File: src/rtl/set_pkg.sv
// Shared types and widths for the SET command initiator.
// Mode codes, field widths, queued command layout and FSM states.
package set_pkg;

   localparam int CENTRAL_W = 24;
   localparam int RADIUS_W  = 12;
   localparam int CAND_W    = 8;

   localparam logic [1:0] MODE_A   = 2'd0;
   localparam logic [1:0] MODE_AND = 2'd1;
   localparam logic [1:0] MODE_XOR = 2'd2;
   localparam logic [1:0] MODE_TWO = 2'd3;

   typedef struct packed {
      logic [CENTRAL_W-1:0] central;
      logic [RADIUS_W-1:0]  radius;
      logic [1:0]           mode;
   } cmd_t;

   localparam int CMD_W = $bits(cmd_t);

   typedef enum logic [1:0] {
      S_IDLE,
      S_ISSUE,
      S_WAIT,
      S_DONE
   } state_t;

endpackage

File: src/rtl/set_host_if.sv
// Command and result handshakes between the system and set_host.
// master = command source / result sink, slave = set_host.
interface set_host_if;
   import set_pkg::*;

   logic                 cmd_valid;
   logic                 cmd_ready;
   logic [CENTRAL_W-1:0] cmd_central;
   logic [RADIUS_W-1:0]  cmd_radius;
   logic [1:0]           cmd_mode;

   logic                 res_valid;
   logic                 res_ready;
   logic [CAND_W-1:0]    res_candidate;
   logic [1:0]           res_mode;
   logic                 res_timeout;

   modport master (
      output cmd_valid, cmd_central, cmd_radius, cmd_mode, res_ready,
      input  cmd_ready, res_valid, res_candidate, res_mode, res_timeout
   );

   modport slave (
      input  cmd_valid, cmd_central, cmd_radius, cmd_mode, res_ready,
      output cmd_ready, res_valid, res_candidate, res_mode, res_timeout
   );

endinterface

File: src/rtl/set_cmd_fifo.sv
// Generic synchronous FIFO, power-of-two depth, wrap-bit pointers.
// Read data is the current head; pop advances it.
module set_cmd_fifo #(
   parameter int WIDTH = 38,
   parameter int DEPTH = 4
) (
   input  logic             clk,
   input  logic             rst,
   input  logic             push,
   input  logic [WIDTH-1:0] wdata,
   input  logic             pop,
   output logic [WIDTH-1:0] rdata,
   output logic             full,
   output logic             empty
);

   localparam int AW = $clog2(DEPTH);

   logic [AW:0]      wr_ptr_q, wr_ptr_d;
   logic [AW:0]      rd_ptr_q, rd_ptr_d;
   logic [WIDTH-1:0] mem_q [DEPTH];
   logic             do_push, do_pop;

   assign full  = (wr_ptr_q[AW] != rd_ptr_q[AW]) &&
                  (wr_ptr_q[AW-1:0] == rd_ptr_q[AW-1:0]);
   assign empty = (wr_ptr_q == rd_ptr_q);

   assign do_push = push && !full;
   assign do_pop  = pop && !empty;
   assign rdata   = mem_q[rd_ptr_q[AW-1:0]];

   always_comb begin
      wr_ptr_d = wr_ptr_q + {{AW{1'b0}}, do_push};
      rd_ptr_d = rd_ptr_q + {{AW{1'b0}}, do_pop};
   end

   always_ff @(posedge clk) begin
      if (rst) begin
         wr_ptr_q <= '0;
         rd_ptr_q <= '0;
      end else begin
         wr_ptr_q <= wr_ptr_d;
         rd_ptr_q <= rd_ptr_d;
      end
   end

   // storage needs no reset: the pointers define what is valid
   always_ff @(posedge clk) begin
      if (do_push) mem_q[wr_ptr_q[AW-1:0]] <= wdata;
   end

endmodule

File: src/rtl/set_host.sv
// Queues circle-set queries, issues them to SET one at a time and
// returns each count (or a watchdog error) on the result handshake.
module set_host
   import set_pkg::*;
#(
   parameter int FIFO_DEPTH = 4,
   parameter int TIMEOUT    = 1023
) (
   input  logic                 clk,
   input  logic                 rst,
   set_host_if.slave            host,
   output logic                 set_en,
   output logic [CENTRAL_W-1:0] set_central,
   output logic [RADIUS_W-1:0]  set_radius,
   output logic [1:0]           set_mode,
   input  logic                 set_busy,
   input  logic                 set_valid,
   input  logic [CAND_W-1:0]    set_candidate
);

   localparam int WD_W = $clog2(TIMEOUT + 1);

   cmd_t fifo_wdata, fifo_rdata;
   logic fifo_full, fifo_empty;
   logic push, pop;

   state_t               state_q, state_d;
   logic                 set_en_q, set_en_d;
   logic [CENTRAL_W-1:0] set_central_q, set_central_d;
   logic [RADIUS_W-1:0]  set_radius_q, set_radius_d;
   logic [1:0]           set_mode_q, set_mode_d;
   logic                 res_valid_q, res_valid_d;
   logic [CAND_W-1:0]    res_cand_q, res_cand_d;
   logic [1:0]           res_mode_q, res_mode_d;
   logic                 res_timeout_q, res_timeout_d;
   logic [WD_W-1:0]      wdog_q, wdog_d;

   assign host.cmd_ready = !fifo_full && !rst;
   assign push = host.cmd_valid && host.cmd_ready;

   assign fifo_wdata.central = host.cmd_central;
   assign fifo_wdata.radius  = host.cmd_radius;
   assign fifo_wdata.mode    = host.cmd_mode;

   set_cmd_fifo #(
      .WIDTH (CMD_W),
      .DEPTH (FIFO_DEPTH)
   ) u_fifo (
      .clk   (clk),
      .rst   (rst),
      .push  (push),
      .wdata (fifo_wdata),
      .pop   (pop),
      .rdata (fifo_rdata),
      .full  (fifo_full),
      .empty (fifo_empty)
   );

   always_comb begin
      state_d       = state_q;
      set_en_d      = 1'b0;
      set_central_d = set_central_q;
      set_radius_d  = set_radius_q;
      set_mode_d    = set_mode_q;
      res_valid_d   = res_valid_q;
      res_cand_d    = res_cand_q;
      res_mode_d    = res_mode_q;
      res_timeout_d = res_timeout_q;
      wdog_d        = wdog_q;
      pop           = 1'b0;
      unique case (state_q)
         S_IDLE: begin
            if (!fifo_empty && !set_busy) begin
               pop           = 1'b1;
               set_central_d = fifo_rdata.central;
               set_radius_d  = fifo_rdata.radius;
               set_mode_d    = fifo_rdata.mode;
               set_en_d      = 1'b1;
               wdog_d        = '0;
               state_d       = S_ISSUE;
            end
         end
         // the issue cycle itself counts toward the watchdog
         S_ISSUE: begin
            wdog_d  = WD_W'(1);
            state_d = S_WAIT;
         end
         S_WAIT: begin
            if (set_valid) begin
               res_cand_d    = set_candidate;
               res_timeout_d = 1'b0;
               res_mode_d    = set_mode_q;
               res_valid_d   = 1'b1;
               state_d       = S_DONE;
            end else if (wdog_q == WD_W'(TIMEOUT)) begin
               res_cand_d    = '0;
               res_timeout_d = 1'b1;
               res_mode_d    = set_mode_q;
               res_valid_d   = 1'b1;
               state_d       = S_DONE;
            end else begin
               wdog_d = wdog_q + WD_W'(1);
            end
         end
         S_DONE: begin
            if (host.res_ready) begin
               res_valid_d = 1'b0;
               state_d     = S_IDLE;
            end
         end
         default: state_d = S_IDLE;
      endcase
   end

   always_ff @(posedge clk) begin
      if (rst) begin
         state_q       <= S_IDLE;
         set_en_q      <= 1'b0;
         set_central_q <= '0;
         set_radius_q  <= '0;
         set_mode_q    <= '0;
         res_valid_q   <= 1'b0;
         res_cand_q    <= '0;
         res_mode_q    <= '0;
         res_timeout_q <= 1'b0;
         wdog_q        <= '0;
      end else begin
         state_q       <= state_d;
         set_en_q      <= set_en_d;
         set_central_q <= set_central_d;
         set_radius_q  <= set_radius_d;
         set_mode_q    <= set_mode_d;
         res_valid_q   <= res_valid_d;
         res_cand_q    <= res_cand_d;
         res_mode_q    <= res_mode_d;
         res_timeout_q <= res_timeout_d;
         wdog_q        <= wdog_d;
      end
   end

   assign set_en             = set_en_q;
   assign set_central        = set_central_q;
   assign set_radius         = set_radius_q;
   assign set_mode           = set_mode_q;
   assign host.res_valid     = res_valid_q;
   assign host.res_candidate = res_cand_q;
   assign host.res_mode      = res_mode_q;
   assign host.res_timeout   = res_timeout_q;

endmodule

File: src/flat_wrapper.sv
// flat-port wrapper written by rule: the top's interface ports become plain ports
module set_host_flat import set_pkg::*;
#(
   parameter int FIFO_DEPTH = 4,
   parameter int TIMEOUT    = 1023
)
  (clk, rst, set_en, set_central, set_radius, set_mode, set_busy, set_valid, set_candidate, host_cmd_valid, host_cmd_central, host_cmd_radius, host_cmd_mode, host_res_ready, host_cmd_ready, host_res_valid, host_res_candidate, host_res_mode, host_res_timeout);
  set_host_if host_i ();
  input  logic clk;
  input  logic rst;
  output logic set_en;
  output logic [CENTRAL_W-1:0] set_central;
  output logic [RADIUS_W-1:0] set_radius;
  output logic [1:0] set_mode;
  input  logic set_busy;
  input  logic set_valid;
  input  logic [CAND_W-1:0] set_candidate;
  input wire logic [$bits(host_i.cmd_valid)-1:0] host_cmd_valid;
  input wire logic [$bits(host_i.cmd_central)-1:0] host_cmd_central;
  input wire logic [$bits(host_i.cmd_radius)-1:0] host_cmd_radius;
  input wire logic [$bits(host_i.cmd_mode)-1:0] host_cmd_mode;
  input wire logic [$bits(host_i.res_ready)-1:0] host_res_ready;
  output wire logic [$bits(host_i.cmd_ready)-1:0] host_cmd_ready;
  output wire logic [$bits(host_i.res_valid)-1:0] host_res_valid;
  output wire logic [$bits(host_i.res_candidate)-1:0] host_res_candidate;
  output wire logic [$bits(host_i.res_mode)-1:0] host_res_mode;
  output wire logic [$bits(host_i.res_timeout)-1:0] host_res_timeout;
  assign host_i.cmd_valid = host_cmd_valid;
  assign host_i.cmd_central = host_cmd_central;
  assign host_i.cmd_radius = host_cmd_radius;
  assign host_i.cmd_mode = host_cmd_mode;
  assign host_i.res_ready = host_res_ready;
  assign host_cmd_ready = host_i.cmd_ready;
  assign host_res_valid = host_i.res_valid;
  assign host_res_candidate = host_i.res_candidate;
  assign host_res_mode = host_i.res_mode;
  assign host_res_timeout = host_i.res_timeout;
  set_host #(.FIFO_DEPTH(FIFO_DEPTH), .TIMEOUT(TIMEOUT)) u_core (.clk(clk), .rst(rst), .host(host_i), .set_en(set_en), .set_central(set_central), .set_radius(set_radius), .set_mode(set_mode), .set_busy(set_busy), .set_valid(set_valid), .set_candidate(set_candidate));
endmodule
File: config.mk
export PLATFORM = sky130hd
export DESIGN_NAME = set_host_flat
export DESIGN_NICKNAME = d
export VERILOG_FILES = /design/src/rtl/set_pkg.sv /design/src/rtl/set_host_if.sv /design/src/rtl/set_cmd_fifo.sv /design/src/rtl/set_host.sv /design/src/flat_wrapper.sv
export SDC_FILE = /design/constraint.sdc
export NUM_CORES = 1
export LEC_CHECK = 0
export CAP_MARGIN = 20
export CORE_MARGIN = 1.5
export CORE_UTILIZATION = 62
export DETAILED_ROUTE_END_ITERATION = 8
export DONT_BUFFER_PORTS = 1
export MAX_ROUTING_LAYER = met4
export PLACE_DENSITY = 0.77
export SYNTH_ARGS = -nofsm -noshare
export SYNTH_HDL_FRONTEND = slang
export SYNTH_SLANG_ARGS = --single-unit
File: constraint.sdc
create_clock -name clk -period 5.35 [get_ports clk]
set_input_delay 1.07 -clock clk [delete_from_list [all_inputs] [get_ports clk]]
set_output_delay 1.07 -clock clk [all_outputs]
set_load 0.02 [all_outputs]
---- Word-level counts from Yosys, hierarchy flattened ----
Memory sizes are Yosys's and may differ from the RTL's. A register that Yosys moved wholly into a read port is not among the register bits.
Index checks and enable logic that the tools add are counted.
operators by class
  order comparisons ....................... 0
  mux-type cells .......................... 22
  bitwise gates (word level) .............. 0
  multipliers ............................. 0
  eq/ne operators ......................... 12
  reduce and logical (&&, ||, !) cells .... 19
  add/subtract/negate cells ............... 3
  shifts and indexed selects .............. 0
  divide/modulo/power cells ............... 0
operator list
  cell                     count
  $mux W10                 3
  $pmux W10 S3             1
  $mux W8                  2
  $mux W2                  6
  $add A10 B1 Y10 const B  1
  $eq A10 B10 Y1 const B   1
  $mux W1                  8
  $pmux W2 S4              1
  $add A3 B1 Y3            2
  $logic_and A1 B1 Y1      6
  $ne A2 B2 Y1 const B     3
  $reduce_and A3 Y1        2
  $eq A2 B2 Y1 const B     2
  $logic_not A1 Y1         4
  $reduce_and A2 Y1        2
  $reduce_and A4 Y1        1
  $reduce_bool A2 Y1       2
  $eq A3 B3 Y1             1
  $ne A3 B2 Y1 const B     1
  $reduce_bool A3 Y1       1
  $eq A2 B1 Y1 const B     1
  $eq A2 B2 Y1             1
  $logic_not A2 Y1         1
  $ne A2 B1 Y1 const B     1
  other kinds (2)          2
word-level totals
  memories kept ........................... 1
  output and inout bits ................... 52
  register bits after elaboration ......... 31
  ROM bits ................................ 0
  memory bits (writable) .................. 152
  word-level logic and storage cells ...... 66
  latch bits .............................. 0
memory list
  name                 depth  bits a word  rd ports  clocked after memory_dff  wr ports  line                RTL
  u_core.u_fifo.mem_q  4      38           1         1                         1         set_cmd_fifo.sv:21  logic [WIDTH-1:0] mem_q [DEPTH];

---- Logic depth before layout (Yosys ltp) ----
Gate-level depths: netlist of run 1.
  word-level depth ........................ 8
  depth in mapped cells ................... 10
  mapped depth without buffers ............ 9

---- By module ----
From an unflattened synthesis of run 1, not the netlist that was laid out.
second synthesis, totals
  cells, all modules ...................... 538
  area total of the unflattened synthesis .. 8483.1 um^2
modules (own cells, without submodules)
  module        times used  area an instance (um^2)  cells an instance
  set_cmd_fifo  1           5916.9                   236
  set_host      1           2566.2                   302

---- Least setup slack after synthesis of run 1 ----
OpenSTA, ideal clock, no wires.
  path type ............................... input-to-reg
  from .................................... input rst
  to ...................................... memory u_core.u_fifo.mem_q[2][0], enable pin
  arrival time ............................ 4.321 ns
  stages on the path ...................... 3
  required time ........................... 4.869 ns
  library setup time ...................... 0.481 ns
  path slack .............................. 0.549 ns
  cell sequence ........................... a31oi_1 > nand2_1 > nor3_1
between the ends
  longest elaborated chain between the ends .. 6
RTL lines
  item                           line                RTL
  from (decl)                    flat_wrapper.sv:10  input logic rst;
  $logic_not A1 Y1               set_host.sv:38      assign host.cmd_ready = !fifo_full && !rst;
  $logic_and A1 B1 Y1            set_host.sv:38
  $logic_and A1 B1 Y1            set_host.sv:39      assign push = host.cmd_valid && host.cmd_ready;
  $logic_and A1 B1 Y1            set_cmd_fifo.sv:28  assign do_push = push && !full;
  $mux W1                        set_cmd_fifo.sv:49  if (do_push) mem_q[wr_ptr_q[AW-1:0]] <= wdata;
  $mux W1 (implied by the code)  set_cmd_fifo.sv:49
  to (decl)                      set_cmd_fifo.sv:21
Every way passes these cells.

---- Worst setup path after layout of run 1 ----
  from .................................... register u_core.u_fifo.rd_ptr_q[1]
  to ...................................... register u_core.u_fifo.rd_ptr_q[2]
between the ends
  longest elaborated chain between the ends .. 7
RTL lines
  item                    line                                RTL
  from (decl)             set_cmd_fifo.sv:20                  logic [AW:0] rd_ptr_q, rd_ptr_d;
  from (signal assigned)  set_cmd_fifo.sv:43                  rd_ptr_q <= rd_ptr_d;
  $eq A3 B3 Y1            set_cmd_fifo.sv:26                  assign empty = (wr_ptr_q == rd_ptr_q);
  $logic_not A1 Y1        set_cmd_fifo.sv:29, set_host.sv:73
  $logic_and A1 B1 Y1     set_host.sv:73                      if (!fifo_empty && !set_busy) begin
  $mux W1                 set_host.sv:73
  $mux W1                 --
  $logic_and A1 B1 Y1     set_cmd_fifo.sv:29                  assign do_pop = pop && !empty;
  $add A3 B1 Y3 (*)       set_cmd_fifo.sv:34                  rd_ptr_d = rd_ptr_q + {{AW{1'b0}}, do_pop};
Every way passes the cells marked *; elsewhere a longest branch is shown, timed or not.
A chain may end at the register's enable or synchronous reset.

==> reports/results.ini, run 1 <==
[outcome]
status=finished, final reports clean

[global_routing]
grt_pass1_vias=4777
overflow=0
grt_usage_pct=23.9
grt_pass1_wl_mm=25.3
antenna_found_initial=0
grt_max_degree=79

[drt]
firstDrtPassIters=5
drc=0
met3_length_mm=1.30
drt-initial-drc-count=329
dr_total_vias=4622
routedWlPerCell_um=21.6
vias_per_cell=6.19
ant_nets=0
m1WireLength_mm=6.29
routed-wl-met2_mm=8.24
wirelength_mm=16.1
top_layer=met4

[synthesis]
synth_xor_area_share_pct=0.628
ys_seq_area_share_pct=71.0
synth_top_family_by_area=multiplexers
syn-mean-instance-area_um2=14.9
synth_fp_nets=623
yosys_warnings=0
synth_seq_cells=221
postSynthCellCount=561
synth_simple_gate_area_share_pct=8.15
syn_area_mm2=0.00837
synth-adder-area-share_pct=1.49
muxShareOfSynthArea_pct=10.2
synth_compound_gate_area_share_pct=6.01
yosysUniqueCellTypes=36

[floorplan]
ios=104
initial_core_util_pct=63.5
core_area_mm2=0.0132
rows=42
die_area_mm2=0.0142
die_y_um=119
die_w_um=119

[timing]
max_freq_mhz=280
max_slew_margin_pct=42.3
tightest_slew_ns=0.865
setup-tns-final_ns=0
final.min_clock_period_ns=3.57
rsz0062_at_grt=no
setup_violations=0
drv_slew=0
skew_ns=0.00660
fin_hold_ws_ns=0.464
hold_viol=0
period_share_pct=66.7
setup_slack_ns=1.78

[critical_path]
critPathArrivalTime_ns=3.95
crit_required_ns=5.73
end_kind=register
cp-start-kind=register
path_max_fanout=40
path_class=register to register

[clock_tree]
cts_buffers=22
cts_setup_buffers=0
cts_resized=0
cts_tree=done
clk_pin_slew_ns=0.06
cts.sinks=221
htree_levels=1
clk_latency_ns=0.49
cts-root-buf=clkbuf_16
cts_buffer_depth=3
hold_buffers=0

[pwr]
power_density_mw_per_mm2=424
leakage_nw=2.94
max-vdd-ir-drop_mv=0.365

[layout]
fin_nets=617
finalNonFillerCells=747
area_growth_pct=10.1
antenna_cells=0
fin_area_mm2=0.00921
drive_gt1_share_pct=14.9

[place]
placed_area_mm2=0.00854
pre_cts_slack_ns=1.79
placedCellCount=707
gp_congestion=0.809
hpwl_mm=9.43
port_buffers=0

[worst_hold_path]
hp-class=register to register

[run]
max-cap-violations=0

-- flip-flops by register name, summed over array words and instances, names as in the netlist --
register	flops
u_core.u_fifo.mem_q	152
u_core.set_mode	2
u_core.set_radius	12
u_core.host.res_candidate	8
u_core.host.res_timeout	1
u_core.host.res_valid	1
u_core.set_en	1
u_core.set_central	24
u_core.wdog_q	10
u_core.u_fifo.rd_ptr_q	3
u_core.host.res_mode	2
u_core.u_fifo.wr_ptr_q	3
u_core.state_q	2
-- path summary, 6_finish.rpt --
path,slack [ns],to,cells past startpoint,start
worst max-delay path,1.78,u_core.u_fifo.rd_ptr_q[2],9,u_core.u_fifo.rd_ptr_q[1]
worst min-delay path,0.46,u_core.wdog_q[9],1,u_core.wdog_q[9]
worst max register to register,1.78,u_core.u_fifo.rd_ptr_q[2],9,u_core.u_fifo.rd_ptr_q[1]
worst min register to register,0.46,u_core.wdog_q[9],1,u_core.wdog_q[9]
-- critical path: stages, from the launching register on --
cell	delay (ns)
dfxtp_2	0.31
buf_4	0.49
xnor2_1	0.25
a311o_2	0.82
inv_1	0.58
buf_4	0.38
ha_1	0.21
ha_1	0.19
xnor2_1	0.15
nor2_1	0.06
-- where the power goes --
group          internal, mW  switching, mW  total [mW]  leakage, nW
Combinational         0.196          0.277       0.473        0.674
Clock                 0.820          0.599        1.42        0.328
Sequential             1.91          0.108        2.02         1.94
Total                  2.93          0.984        3.91         2.94
-- cell type report --
class | instances | area, um^2
clock inverter | 9 | 52.6
fill | 863 | 3980
inverter | 12 | 45.0
clock buffer | 31 | 626
multi-input combinational | 291 | 2240
sequential | 221 | 5950
timing repair buffer | 7 | 77.6
tap | 176 | 220
-- routing by layer --
| layer | up-vias | GRT usage, % |
|---|---|---|
| met3 | 27 | 6.80 |
| li1 | 2104 | - |
| met1 | 2325 | 29.1 |
| met5 | - | - |
| met2 | 166 | 39.7 |
| met4 | 0 | 6.63 |
-- metrics by stage --
stage               total power [mW]  util [%]
detailed placement              2.53      64.7
floorplan                       2.43         -
finish                          3.91      69.9
global placement                2.50      64.4
global route                    4.06      69.9
CTS                             3.94      69.9
-- cell families after synthesis --
family,after synthesis
AO/OA/AOI/OAI,84
XOR/XNOR,6
adder cells (fa/ha/maj),10
buffers and inverters,49
flip-flops,221
multiplexers,38
AND/OR/NAND/NOR,153
-- synthesized netlist by cell type (all sizes together) --
master | number | share of area, %
o21ai | 3 | 0.18
a21o | 1 | 0.090
a31oi | 5 | 0.37
nand4 | 4 | 0.30
or4 | 3 | 0.27
mux4 | 38 | 10
o32ai | 5 | 0.52
a31o | 1 | 0.10
nor2b | 9 | 0.67
edfxtp | 152 | 55
inv | 12 | 0.54
xnor2 | 5 | 0.52
and2 | 1 | 0.075
and3 | 5 | 0.37
o21a | 1 | 0.090
nand3 | 16 | 0.96
a41o | 1 | 0.12
a41oi | 1 | 0.10
buf | 11 | 0.76
nor4 | 5 | 0.37
o41ai | 6 | 0.63
and4 | 2 | 0.24
nor3 | 3 | 0.18
clkbuf | 26 | 1.2
a21oi | 55 | 3.3
nor2 | 15 | 0.67
a211oi | 1 | 0.090
dfxtp | 69 | 17
xor2 | 1 | 0.10
o31ai | 2 | 0.18
a311o | 2 | 0.24
nand2 | 90 | 4.0
ha | 10 | 1.5
-- cell usage in the layout (no fill, tap or decap), types with 2 or more instances in the layout --
cell,synthesis,final
nor3_2,0,2
edfxtp_1,152,152
nor2_4,0,2
xnor2_1,5,5
a21oi_1,55,55
nor2b_1,9,9
nor2_1,15,13
ha_1,10,10
clkbuf_8,0,2
clkinv_2,0,3
and3_1,5,5
o32ai_1,5,5
clkinvlp_4,0,2
o31ai_1,2,2
dfxtp_1,69,67
clkbuf_1,26,6
nand4_1,4,4
or4_1,3,3
nand3_1,16,16
nor4_1,5,5
buf_12,0,2
buf_4,0,5
o21ai_0,3,3
clkbuf_16,0,23
o41ai_1,6,6
clkinv_1,0,3
mux4_2,38,38
a31oi_1,5,5
inv_1,12,12
nand2_1,90,90
dfxtp_2,0,2
No activity file was read; power rests on OpenSTA's default activity.
==> run 2: changes to the inputs <==
clock period = 3.4 ns   (was 5.35 ns; I/O delays follow)
==> reports/results.ini, run 2 (synthesis gave the netlist of run 1 again) <==
[pwr]
power_density_mw_per_mm2=700  ; was 424 mW/mm^2
max-vdd-ir-drop_mv=0.469  ; was 0.365 mV
leakage_nw=3.03  ; was 2.94 nW

[layout]
fin_nets=620  ; was 617
most-common-layout-cells=152 x edfxtp_1, 90 x nand2_1, 67 x dfxtp_1  ; unchanged
fillCellCount=832  ; was 863
drive_gt1_share_pct=16.4  ; was 14.9%
multi_input_area_mm2=0.00224  ; unchanged
final_common_cell=edfxtp_1  ; unchanged
antenna_cells=0  ; unchanged
largest_reg_flops=152  ; unchanged
fin_area_mm2=0.00938  ; was 0.00921 mm^2
regArea_mm2=0.00595  ; unchanged
area_growth_pct=12.1  ; was 10.1%

[timing]
setup_violations=0  ; unchanged
max_slew_margin_pct=48.8  ; was 42.3%
hold_viol=0  ; unchanged
tightest_slew_ns=0.768  ; was 0.865 ns
final.min_clock_period_ns=2.46  ; was 3.57 ns
drv_slew=0  ; unchanged
rsz0062_at_grt=no  ; unchanged
max_freq_mhz=406  ; was 280 MHz
setup_slack_ns=0.940  ; was 1.78 ns
fin_hold_ws_ns=0.256  ; was 0.464 ns
period_share_pct=72.4  ; was 66.7%
skew_ns=0.0184  ; was 0.00660 ns

[floorplan]
initial_core_util_pct=63.5  ; unchanged
die_w_um=119  ; unchanged
die_area_mm2=0.0142  ; unchanged
rows=42  ; unchanged
core_area_mm2=0.0132  ; unchanged
die_y_um=119  ; unchanged
ios=104  ; unchanged

[critical_path]
cp_cell_sequence=inv_1 -> ha_1 -> and2_1 -> or4_1 -> o41ai_1  ; was buf_4 -> xnor2_1 -> a311o_2 -> inv_1 -> buf_4 -> ha_1 -> ha_1 -> xnor2_1 -> nor2_1
crit_required_ns=3.80  ; was 5.73 ns
critPathArrivalTime_ns=2.86  ; was 3.95 ns
path_max_fanout=24  ; was 40
path_class=register to register  ; unchanged
slowest_delay_ns=0.76  ; was 0.82 ns
critPathBufInv=1  ; was 3
end_kind=register  ; unchanged
slowest_stage=or4_1  ; was a311o_2
cp-start-kind=register  ; unchanged
cp_top_family=simple AND/OR/NAND/NOR gates  ; was buffers and inverters

[clock_tree]
cts.sinks=221  ; unchanged
clk_pin_slew_ns=0.06  ; about the same
cts_buffers=22  ; unchanged
cts_tree=done  ; unchanged
cts_buffer_depth=3  ; unchanged
clk_latency_ns=0.50  ; was 0.49 ns
hold_buffers=0  ; unchanged
htree_levels=1  ; unchanged
cts_setup_buffers=0  ; unchanged
cts-root-buf=clkbuf_16  ; unchanged
cts_resized=0  ; unchanged

[global_routing]
overflow=0  ; unchanged
grt_pass1_vias=4670  ; was 4777
grt_pass1_wl_mm=25.2  ; was 25.3 mm
grt_usage_pct=23.8  ; was 23.9%
antenna_found_initial=0  ; unchanged
grt_max_degree=79  ; unchanged

[place]
pre_cts_slack_ns=0.952  ; was 1.79 ns
hpwl_mm=9.42  ; was 9.43 mm
port_buffers=0  ; unchanged
placed_area_mm2=0.00857  ; was 0.00854 mm^2
gp_congestion=0.798  ; was 0.809

[drt]
routedWlPerCell_um=21.3  ; was 21.6 um
drt-initial-drc-count=414  ; was 329
drc=0  ; unchanged
vias_per_cell=6.21  ; was 6.19
wirelength_mm=16.0  ; was 16.1 mm
firstDrtPassIters=5  ; unchanged
ant_nets=0  ; unchanged
dr_total_vias=4656  ; was 4622

[run]
max-cap-violations=0  ; unchanged

[worst_hold_path]
hp-class=input pin to register  ; was register to register

[outcome]
status=finished, final reports clean  ; unchanged

[run 2: metal layers]
layer | vias to the layer above | routed length, um | part of all wire [%] | global-route usage [%]
met2 | 201 | 7900 | 49 | 38.4
met3 | 27 | 1510 | 9.4 | 6.47
met4 | 0 | 317 | 2.0 | 6.93
met1 | 2315 | 6260 | 39 | 30.0
met5 | - | 0 | 0 | -
li1 | 2113 | - | - | -
[run 2: stage by stage]
| step | cells | TNS [ns] | util (%) | power (mW) |
|---|---|---|---|---|
| finish | 750 | 0 | 71.1 | 6.57 |
| global route | 750 | 0 | 71.1 | 6.80 |
| CTS | 750 | 0 | 71.1 | 6.61 |
| detailed placement | 710 | 0 | 65.0 | 4.00 |
| global placement | 710 | 0 | 65.0 | 3.96 |
| floorplan | 561 | -76.86 | - | 3.82 |
[run 2: worst register-to-register path, delay by kind of cell, from the launching register on]
family | cells | cell delay [ns]
buffers and inverters | 1 | 0.11
adders and majority gates | 1 | 0.31
DFF | 1 | 0.38
and+or+nand+nor | 2 | 1.21
AOI/OAI and AO/OA | 1 | 0.37
[run 2: final timing paths]
path	depth (start not counted)	slack, ns	endpoint	start
max	5	0.94	u_core.wdog_q[9]	u_core.state_q[0]
min	1	0.26	u_core.set_radius[7]	rst
max reg2reg	5	0.94	u_core.wdog_q[9]	u_core.state_q[0]
min reg2reg	1	0.47	u_core.wdog_q[9]	u_core.wdog_q[9]
[run 2: cell type report]
class	instances	share of cell area (%)
multi-input combinational	291	23.9
tap	176	2.35
sequential	221	63.4
timing repair buffer	10	1.20
inverter	12	0.480
clock inverter	12	1.75
clock buffer	28	6.88
[run 2: power by group]
part | internal (mW) | switching [mW] | leakage [nW] | total [mW]
logic | 0.322 | 0.448 | 0.692 | 0.769
registers | 3.01 | 0.170 | 1.94 | 3.18
clock network | 1.65 | 0.974 | 0.398 | 2.62
total | 4.98 | 1.59 | 3.03 | 6.57
